==> config.mk <==
export PLATFORM = sky130hd
export DESIGN_NAME = uart_tx_arbiter_flat
export DESIGN_NICKNAME = d
export VERILOG_FILES = /design/src/rtl/uart_tx_arbiter_if.sv /design/src/rtl/uart_tx_arbiter.sv /design/src/flat_wrapper.sv
export SDC_FILE = /design/constraint.sdc
export NUM_CORES = 1
export LEC_CHECK = 0
export CAP_MARGIN = 20
export CELL_PAD_IN_SITES_DETAIL_PLACEMENT = 2
export CELL_PAD_IN_SITES_GLOBAL_PLACEMENT = 2
export CORE_ASPECT_RATIO = 0.75
export CORE_MARGIN = 4
export CORE_UTILIZATION = 31
export DETAILED_ROUTE_END_ITERATION = 16
export PLACE_DENSITY_LB_ADDON = 0.1
export SYNTH_ARGS = -nofsm -noshare
export SYNTH_HDL_FRONTEND = slang
export SYNTH_SLANG_ARGS = --single-unit
==> constraint.sdc <==
create_clock -name clk -period 2.28 [get_ports clk]
set_clock_uncertainty 0.1 [all_clocks]
set_input_delay 0.456 -clock clk [delete_from_list [all_inputs] [get_ports clk]]
set_output_delay 0.456 -clock clk [all_outputs]
set_load 0.05 [all_outputs]
==> src/rtl/uart_tx_arbiter_if.sv <==
// Bus between the UART transmit arbiter, its byte requesters and the UART transmitter.
// master = arbiter side, slave = requesters plus UART.
interface uart_tx_arbiter_if #(
    parameter int NREQ = 2
);
    logic [NREQ-1:0]   req_valid;
    logic [8*NREQ-1:0] req_data;
    logic [NREQ-1:0]   req_ready;
    logic              uart_we;
    logic              uart_en;
    logic [7:0]        uart_data;
    logic              uart_tx_busy;
    logic              uart_tx_done;
    logic [1:0]        grant_id;
    logic              busy;

    modport master (
        input  req_valid, req_data, uart_tx_busy, uart_tx_done,
        output req_ready, uart_we, uart_en, uart_data, grant_id, busy
    );

    modport slave (
        output req_valid, req_data, uart_tx_busy, uart_tx_done,
        input  req_ready, uart_we, uart_en, uart_data, grant_id, busy
    );
endinterface

==> src/rtl/uart_tx_arbiter.sv <==
// Round-robin arbiter sharing one UART transmitter among NREQ byte requesters.
// Optional watchdog: define UART_TX_ARBITER_TIMEOUT_EN to add timeout_err and the transfer timer.
//
// state       | meaning
// S_IDLE      | no transfer; arbitrate, then one cycle with req_ready pulsed
// S_LAUNCH    | uart_we high with the held byte until the UART reports busy
// S_WAIT_DONE | byte in flight; wait for uart_tx_done
module uart_tx_arbiter #(
    parameter int NREQ           = 2,
    parameter int TIMEOUT_CYCLES = 200000
) (
    input  logic                     clk,
    input  logic                     rst_n,
    uart_tx_arbiter_if.master        bus
`ifdef UART_TX_ARBITER_TIMEOUT_EN
    ,
    output logic                     timeout_err
`endif
);

    typedef enum logic [1:0] {
        S_IDLE      = 2'd0,
        S_LAUNCH    = 2'd1,
        S_WAIT_DONE = 2'd2
    } state_t;

    state_t          r_state;
    logic [1:0]      r_ptr;
    logic [7:0]      r_hold;
    logic [NREQ-1:0] r_req_ready;
    logic            r_uart_we;
    logic            r_uart_en;
    logic [7:0]      r_uart_data;
    logic [1:0]      r_grant;
    logic            r_busy;

    logic            w_any;
    logic [NREQ-1:0] w_rot;
    logic [1:0]      w_off;
    logic [1:0]      w_winner;
    logic [1:0]      w_ptr_nxt;
    logic [NREQ-1:0] w_grant_vec;
    logic [7:0]      w_data;
    logic            w_to_hit;

    function automatic logic [1:0] f_wrap(input logic [2:0] s);
        if (s >= 3'(NREQ))
            return 2'(s - 3'(NREQ));
        else
            return s[1:0];
    endfunction

    // w_rot[k] is the request k positions above the round-robin pointer
    always_comb begin
        w_any       = |bus.req_valid;
        w_rot       = '0;
        w_off       = 2'd0;
        w_grant_vec = '0;
        w_data      = 8'h00;
        for (int k = 0; k < NREQ; k++) begin
            for (int j = 0; j < NREQ; j++) begin
                if (f_wrap({1'b0, r_ptr} + 3'(k)) == 2'(j))
                    w_rot[k] = bus.req_valid[j];
            end
        end
        for (int k = NREQ - 1; k >= 0; k--) begin
            if (w_rot[k])
                w_off = 2'(k);
        end
        w_winner  = f_wrap({1'b0, r_ptr} + {1'b0, w_off});
        w_ptr_nxt = f_wrap({1'b0, w_winner} + 3'd1);
        for (int k = 0; k < NREQ; k++) begin
            if (w_winner == 2'(k)) begin
                w_grant_vec[k] = 1'b1;
                w_data         = bus.req_data[8*k +: 8];
            end
        end
    end

`ifdef UART_TX_ARBITER_TIMEOUT_EN
    localparam int CW = $clog2(TIMEOUT_CYCLES + 1);
    localparam logic [CW-1:0] CNT_LAST = CW'(TIMEOUT_CYCLES - 1);

    logic [CW-1:0] r_cnt;
    logic          r_timeout_err;

    assign w_to_hit    = (r_cnt == CNT_LAST);
    assign timeout_err = r_timeout_err;
`else
    assign w_to_hit = 1'b0;
`endif

    always_ff @(posedge clk or negedge rst_n) begin
        if (!rst_n) begin
            r_state     <= S_IDLE;
            r_ptr       <= 2'd0;
            r_hold      <= 8'h00;
            r_req_ready <= '0;
            r_uart_we   <= 1'b0;
            r_uart_en   <= 1'b0;
            r_uart_data <= 8'h00;
            r_grant     <= 2'd0;
            r_busy      <= 1'b0;
`ifdef UART_TX_ARBITER_TIMEOUT_EN
            r_cnt         <= '0;
            r_timeout_err <= 1'b0;
`endif
        end else begin
            r_uart_en   <= 1'b1;
            r_req_ready <= '0;
`ifdef UART_TX_ARBITER_TIMEOUT_EN
            r_timeout_err <= 1'b0;
            r_cnt         <= r_cnt + 1'b1;
`endif
            case (r_state)
                S_IDLE: begin
                    // A set req_ready marks the accept cycle; launch follows it
                    if (r_req_ready != '0) begin
                        r_state     <= S_LAUNCH;
                        r_uart_we   <= 1'b1;
                        r_uart_data <= r_hold;
                        r_busy      <= 1'b1;
`ifdef UART_TX_ARBITER_TIMEOUT_EN
                        r_cnt <= '0;
`endif
                    end else if (w_any) begin
                        r_req_ready <= w_grant_vec;
                        r_hold      <= w_data;
                        r_grant     <= w_winner;
                        r_ptr       <= w_ptr_nxt;
                    end
                end
                S_LAUNCH: begin
                    if (w_to_hit) begin
                        r_state   <= S_IDLE;
                        r_uart_we <= 1'b0;
                        r_busy    <= 1'b0;
`ifdef UART_TX_ARBITER_TIMEOUT_EN
                        r_timeout_err <= 1'b1;
`endif
                    end else if (bus.uart_tx_busy) begin
                        r_state   <= S_WAIT_DONE;
                        r_uart_we <= 1'b0;
                    end
                end
                S_WAIT_DONE: begin
                    if (w_to_hit) begin
                        r_state <= S_IDLE;
                        r_busy  <= 1'b0;
`ifdef UART_TX_ARBITER_TIMEOUT_EN
                        r_timeout_err <= 1'b1;
`endif
                    end else if (bus.uart_tx_done) begin
                        r_state <= S_IDLE;
                        r_busy  <= 1'b0;
                    end
                end
                default: begin
                    r_state   <= S_IDLE;
                    r_uart_we <= 1'b0;
                    r_busy    <= 1'b0;
                end
            endcase
        end
    end

    assign bus.req_ready = r_req_ready;
    assign bus.uart_we   = r_uart_we;
    assign bus.uart_en   = r_uart_en;
    assign bus.uart_data = r_uart_data;
    assign bus.grant_id  = r_grant;
    assign bus.busy      = r_busy;

endmodule

==> src/flat_wrapper.sv <==
// flat-port wrapper written by rule: the top's interface ports become plain ports
module uart_tx_arbiter_flat 
#(
    parameter int NREQ           = 2,
    parameter int TIMEOUT_CYCLES = 200000
)
  (clk, rst_n, bus_req_valid, bus_req_data, bus_uart_tx_busy, bus_uart_tx_done, bus_req_ready, bus_uart_we, bus_uart_en, bus_uart_data, bus_grant_id, bus_busy);
  uart_tx_arbiter_if #(.NREQ(NREQ)) bus_i ();
  input  logic clk;
  input  logic rst_n;
  input wire logic [$bits(bus_i.req_valid)-1:0] bus_req_valid;
  input wire logic [$bits(bus_i.req_data)-1:0] bus_req_data;
  input wire logic [$bits(bus_i.uart_tx_busy)-1:0] bus_uart_tx_busy;
  input wire logic [$bits(bus_i.uart_tx_done)-1:0] bus_uart_tx_done;
  output wire logic [$bits(bus_i.req_ready)-1:0] bus_req_ready;
  output wire logic [$bits(bus_i.uart_we)-1:0] bus_uart_we;
  output wire logic [$bits(bus_i.uart_en)-1:0] bus_uart_en;
  output wire logic [$bits(bus_i.uart_data)-1:0] bus_uart_data;
  output wire logic [$bits(bus_i.grant_id)-1:0] bus_grant_id;
  output wire logic [$bits(bus_i.busy)-1:0] bus_busy;
  assign bus_i.req_valid = bus_req_valid;
  assign bus_i.req_data = bus_req_data;
  assign bus_i.uart_tx_busy = bus_uart_tx_busy;
  assign bus_i.uart_tx_done = bus_uart_tx_done;
  assign bus_req_ready = bus_i.req_ready;
  assign bus_uart_we = bus_i.uart_we;
  assign bus_uart_en = bus_i.uart_en;
  assign bus_uart_data = bus_i.uart_data;
  assign bus_grant_id = bus_i.grant_id;
  assign bus_busy = bus_i.busy;
  uart_tx_arbiter #(.NREQ(NREQ), .TIMEOUT_CYCLES(TIMEOUT_CYCLES)) u_core (.clk(clk), .rst_n(rst_n), .bus(bus_i));
endmodule
==> out/qor.csv, run 1 <==
stage,metric,value,unit
outcome,status,"finished, final reports clean",
routing,drtAntennaViolNets,0,
logic_synthesis,netlist_instances,97,
clocking,cts_buffers,3,
cells_and_area,nets,167,
cells_and_area,final_area,1850,um2
placed_design,gp_congestion,0.689,
routing,wl_per_cell,17.5,um
power,power_leakage,0.839,nW
clocking,clk_latency,270,ps
clocking,clock_path_buffers,2,
die,start_util,32.2,%
timing,setup_viol,0,
die,dieWidth,83.2,um
timing,tightest_slew,526,ps
setup_path,cp_top_family,compound AO/OA/AOI/OAI gates,
die,dieArea,5350,um2
cells_and_area,multi_input_area,609,um2
clocking,clock-sinks,27,
power,p_int,0.00162,W
timing,setup_ws,59.9,ps
die,fp-row-count,20,
routing,viasPerCell,4.83,
die,core,4080,um2
logic_synthesis,async_flop_share,100,%
logic_synthesis,syn-cell-area,1310,um2
grt,grt_pass1_vias,1132,
power,power_frac_seq,29.4,%
logic_synthesis,yosysSeqAreaShare,51.4,%
routing,routed_wl,3.42,mm
setup_path,path_cells,dlygate4sd2_1 -> nand2_1 -> o31ai_2 -> ha_2 -> inv_1 -> ha_4 -> o211ai_1 -> and3b_2 -> a32o_1,
cells_and_area,fillers,412,
placed_design,post_dp_cell_area,1770,um2
clocking,htreeDepth,1,
cells_and_area,drive_gt1_share,27.0,%
min_path,min_from,u_core.r_hold[2]$_DFFE_PN0P_,
timing,drv_slew,0,
setup_path,end_kind,flop,
clocking,cts_root_buffer,clkbuf_8,
die,ios,37,
placed_design,dp_hpwl,2.58,mm
setup_path,crit_fanout,8,
setup_path,path_class,input port to flop,
routing,detail_route.first_pass.iterations,4,
setup_path,rr_startpoint,u_core.r_ptr[0]$_DFFE_PN0P_,
timing,final_hold_viol_count,0,
power,p_comb_share,60.8,%
cells_and_area,fin_util,45.3,%
grt,grt_max_degree,28,
min_path,hp-class,flop to flop,
setup_path,start_kind,input port,
timing,timing.final.crit_share,97.4,%
routing,via_count,946,
logic_synthesis,synth-edff-count,0,
clocking,cts_tree,built,
placed_design,port_buffers,36,
die,die_height,64.4,um
logic_synthesis,synth_flop_cell,dfrtp_1,
clocking,cts_hold_buf,0,
placed_design,dpl_worst_slack,-578,ps
setup_path,slowest_stage,and3b_2,
setup_path,path_buf_inv,2,
routing,drc_errors,0,
setup_path,crit_start,bus_req_valid[0],
timing,relSlewSlack,64.8,%
logic_synthesis,yosysWarnings,0,
grt,overflow,0,
grt,grt_first_pass_wirelength,5.80,mm
power,power_switching,0.00120,W
power,power_frac_clock,9.8,%
logic_synthesis,avgSynthCellArea,13.5,um2
logic_synthesis,synth-seq-cells,27,
cells_and_area,mostFrequentLayoutCells,"34 x clkdlybuf4s50_1, 27 x dfrtp_1, 13 x mux2_4",
cells_and_area,area_growth,40.8,%
timing,fin_crit,2220,ps
cells_and_area,finalNonFillerCells,196,
power,power_density,1520,nW/um2
placed_design,place_inst,190,
clocking,clk_pin_slew,100,ps
setup_path,crit_required,2340,ps
cells_and_area,layout_commonest_cell,clkdlybuf4s50_1,
cells_and_area,regArea,676,um2
logic_synthesis,syn_nets,122,
power,p_sw_share,42.6,%
timing,max_freq,450,MHz
timing,rsz0062_at_grt,no,
logic_synthesis,ys_types,29,
power,power.total,0.00282,W
job,cap_violations,0,
routing,drtIter0Drc,17,
cells_and_area,diodes,0,
setup_path,slowest_delay,290,ps
grt,antenna_found_initial,0,
grt,grt_usage,13.7,%
setup_path,cp.arrival,2280,ps
power,ir_drop,0.848,mV
cell usage after synthesis (2+ instances only):
cell type / number / area, um2
a32o_1: 8 / 80.1
buf_4: 2 / 15.0
dfrtp_1: 27 / 676
ha_1: 3 / 37.5
inv_1: 5 / 18.8
mux2_1: 3 / 33.8
mux2_2: 3 / 33.8
mux2_4: 13 / 195
nand2_1: 6 / 22.5
nor2_1: 4 / 15.0
nor3_1: 2 / 10.0
o21ai_0: 4 / 20.0
sequential cells by signal, indices dropped and copies added, names as in the netlist:
register	cells
u_core.bus.busy	1
u_core.bus.grant_id	2
u_core.bus.req_ready	2
u_core.bus.uart_data	8
u_core.bus.uart_en	1
u_core.bus.uart_we	1
u_core.r_hold	8
u_core.r_ptr	2
u_core.r_state	2
kinds of logic (layout without fill, tap and decap cells):
| logic type | count (synthesis) | in the layout | share of synthesized area (%) |
|---|---|---|---|
| flops | 27 | 27 | 51.4 |
| mux | 20 | 20 | 20.8 |
| simple gates | 19 | 19 | 8.95 |
| compound gates | 18 | 18 | 11.9 |
| buf+inv | 9 | 53 | 3.81 |
| fa+ha+maj | 3 | 3 | 2.86 |
| other cells | 1 | 1 | 0.285 |
per-layer routing:
layer  vias up  GRT usage [%]  share of wire, %
met2        18           25.7                54
met1       487           16.1                42
met5         -              0                 0
li1        439              -                 -
met3         2           3.61               3.3
met4         0           1.84              0.38
per-stage QoR:
stage | setup TNS (ps) | hold WS (ps)
6_report | 0 | 407
2_1_floorplan | 0 | 60.4
3_3_place_gp | -3920 | 383
5_1_grt | 0 | 429
3_5_place_dp | -6330 | 385
4_1_cts | 0 | 414
power by group through the flow:
stage	Sequential, W	Combinational, W	Clock (W)
global placement	0.000830	0.00162	0
global route	0.000861	0.00184	0.000319
floorplan	0.00115	0.000837	0
detailed placement	0.000843	0.00167	0
finish	0.000828	0.00171	0.000276
CTS	0.000834	0.00173	0.000293
area by class of cell:
cell class / count / share of cell area, %
clock buffers: 3 / 2.23
multi-input cells: 61 / 32.9
clock inverters: 1 / 0.271
well taps: 55 / 3.72
flip-flops and latches: 27 / 36.5
repair buffers: 44 / 23.3
inverters: 5 / 1.01
path summary, 6_finish.rpt:
path	cells past startpoint	slack [ps]	endpoint
min in group asynchronous	2	450	u_core.bus.uart_we$_DFFE_PN0P_
max in group asynchronous	2	1350	u_core.bus.grant_id[1]$_DFFE_PN0P_
worst max-delay path	9	60	u_core.r_hold[1]$_DFFE_PN0P_
worst min register to register	1	410	u_core.r_hold[2]$_DFFE_PN0P_
worst min-delay path	1	410	u_core.r_hold[2]$_DFFE_PN0P_
worst max register to register	8	80	u_core.r_hold[1]$_DFFE_PN0P_
timing repair:
action,CTS,global route
resized for setup,7,0
setup buffers,2,0
endpoints found under the setup margin,12,0
(Power assumes the default switching activity.)
==> inputs of run 2 (changes only) <==
Settings changed: CELL_PAD_IN_SITES_DETAIL_PLACEMENT 2 to not set, CELL_PAD_IN_SITES_GLOBAL_PLACEMENT 2 to not set, CORE_UTILIZATION 31 to 61, DONT_BUFFER_PORTS set to 1, PLACE_DENSITY set to 0.77, PLACE_DENSITY_LB_ADDON 0.1 to not set.
==> run 2 against run 1 <==
Combinational power shrank 42%. Count of clock-buffer cells in the layout is the same. Setup slack gained 63 ps. Clock power shrank 25%. Sequential share of layout area grew 11 points. Register-to-register slack gained 40 ps. Die area shrank 45%. Total power shrank 15%. Global-route usage grew 2.4 points. Flip-flop and latch count is the same. Maximum frequency grew 2.9%. Critical endpoint unchanged. Via count shrank 19%.
==> out/qor.csv, run 2 (synthesis results as in run 1) <==
stage,metric,value,unit,change
timing,timing.final.crit_share,94.6,%,-2.8 points
placed_design,gp_congestion,0.810,,+17%
clocking,cts_tree,built,,
clocking,htreeDepth,1,,unchanged
placed_design,dp_hpwl,1.73,mm,-33%
placed_design,dpl_worst_slack,-8.80,ps,+569 ps
grt,grt_usage,16.1,%,+2.4 points
setup_path,path_class,flop to flop,,
routing,viasPerCell,6.14,,+27%
timing,setup_ws,123,ps,+63.0 ps
clocking,cts_root_buffer,clkbuf_4,,
die,start_util,64.7,%,+32 points
die,core,2030,um2,-50%
timing,max_freq,464,MHz,+2.9%
cells_and_area,layout_commonest_cell,dfrtp_1,,
clocking,clock-sinks,27,,unchanged
routing,drc_errors,0,,unchanged
die,fp-row-count,14,,-30%
die,ios,37,,unchanged
routing,detail_route.first_pass.iterations,4,,unchanged
placed_design,place_inst,118,,-38%
die,dieWidth,61.6,um,-26%
cells_and_area,finalNonFillerCells,125,,-36%
setup_path,start_kind,flop,,
clocking,clock_path_buffers,2,,unchanged
setup_path,crit_fanout,8,,unchanged
cells_and_area,nets,127,,-24%
routing,drtIter0Drc,25,,+8
die,die_height,48.2,um,-25%
power,power_leakage,0.668,nW,-20%
min_path,hp-class,input port to flop,,
placed_design,port_buffers,0,,-100%
timing,setup_viol,0,,unchanged
grt,grt_first_pass_wirelength,3.44,mm,-41%
setup_path,crit_required,2400,ps,+60 ps
outcome,status,"finished, final reports clean",,
grt,antenna_found_initial,0,,unchanged
timing,fin_crit,2160,ps,-63.0 ps
timing,rsz0062_at_grt,no,,
cells_and_area,mostFrequentLayoutCells,"27 x dfrtp_1, 13 x mux2_4, 8 x a32o_1",,
timing,drv_slew,0,,unchanged
cells_and_area,multi_input_area,597,um2,-2.1%
routing,routed_wl,2.29,mm,-33%
routing,drtAntennaViolNets,0,,unchanged
timing,tightest_slew,600,ps,+73.5 ps
cells_and_area,drive_gt1_share,31.7,%,+4.7 points
power,power_density,1690,nW/um2,+11%
power,power.total,0.00238,W,-15%
timing,final_hold_viol_count,0,,unchanged
cells_and_area,fillers,140,,-66%
cells_and_area,regArea,676,um2,unchanged
job,cap_violations,0,,unchanged
timing,relSlewSlack,60.0,%,-4.8 points
setup_path,cp.arrival,2280,ps,about the same
cells_and_area,diodes,0,,unchanged
routing,wl_per_cell,18.3,um,+4.9%
routing,via_count,767,,-19%
clocking,cts_buffers,3,,unchanged
die,dieArea,2970,um2,-45%
cells_and_area,fin_util,69.3,%,+24 points
clocking,clk_latency,330,ps,+60 ps
clocking,clk_pin_slew,150,ps,+50 ps
grt,grt_max_degree,28,,unchanged
grt,overflow,0,,unchanged
power,ir_drop,1.11,mV,+31%
cells_and_area,area_growth,7.24,%,
grt,grt_pass1_vias,749,,-34%
setup_path,end_kind,flop,,
run 2: path summary, 6_finish.rpt:
path | to | startpoint | cells after the start | slack, ps
max | u_core.r_hold[1]$_DFFE_PN0P_ | u_core.r_ptr[1]$_DFFE_PN0P_ | 7 | 120
min | u_core.r_state[1]$_DFFE_PN0P_ | bus_uart_tx_busy | 2 | 170
max reg2reg | u_core.r_hold[1]$_DFFE_PN0P_ | u_core.r_ptr[1]$_DFFE_PN0P_ | 7 | 120
min reg2reg | u_core.r_hold[0]$_DFFE_PN0P_ | u_core.r_hold[0]$_DFFE_PN0P_ | 1 | 410
max in group asynchronous | u_core.bus.uart_data[0]$_DFFE_PN0P_ | rst_n | 2 | 1480
min in group asynchronous | u_core.bus.busy$_DFFE_PN0P_ | rst_n | 2 | 430
run 2: report_power, final:
part	total (W)	internal, W	switching, W
combinational	0.000985	0.000561	0.000424
clock	0.000208	0.0000671	0.000141
sequential	0.00119	0.000669	0.000520
total	0.00238	0.00130	0.00109
run 2: what timing repair did:
action | 4_1_cts | 5_1_grt
hold endpoints to repair | 27 | 0
hold buffers | 2 | 0
resized for setup | 0 | 3
endpoints found under the setup margin | 0 | 9
setup buffers | 0 | 1
run 2: stage by stage:
stage	setup TNS, ps	hold slack, ps	instance area [um2]
final	0	167	1410
after global placement	0	61.0	1330
after global routing	0	159	1410
after floorplan	0	60.4	1310
after CTS	0	171	1390
after detailed placement	-8.80	61.0	1330
run 2: area by class of cell:
class	count	area share [%]
clock buffer	3	1.60
timing repair buffer	4	4.09
clock inverter	1	0.533
multi-input combinational	61	42.4
tap	24	2.13
sequential	27	48.0
inverter	5	1.33
run 2: worst max-delay path, cell delays in order, from the launching register on:
cell and delay [ps]:
dfrtp_1 430, o31ai_2 290, ha_2 240, inv_1 40
ha_1 310, nor2_1 130, and3b_2 280, a32o_1 260
run 2: per-layer routing:
metal / routed length (um) / global-route usage, % / up-vias
met5: 0 / 0 / -
met4: 14 / 2.97 / 0
met3: 157 / 7.14 / 2
met2: 1150 / 27.3 / 24
met1: 967 / 19.5 / 380
li1: - / - / 361
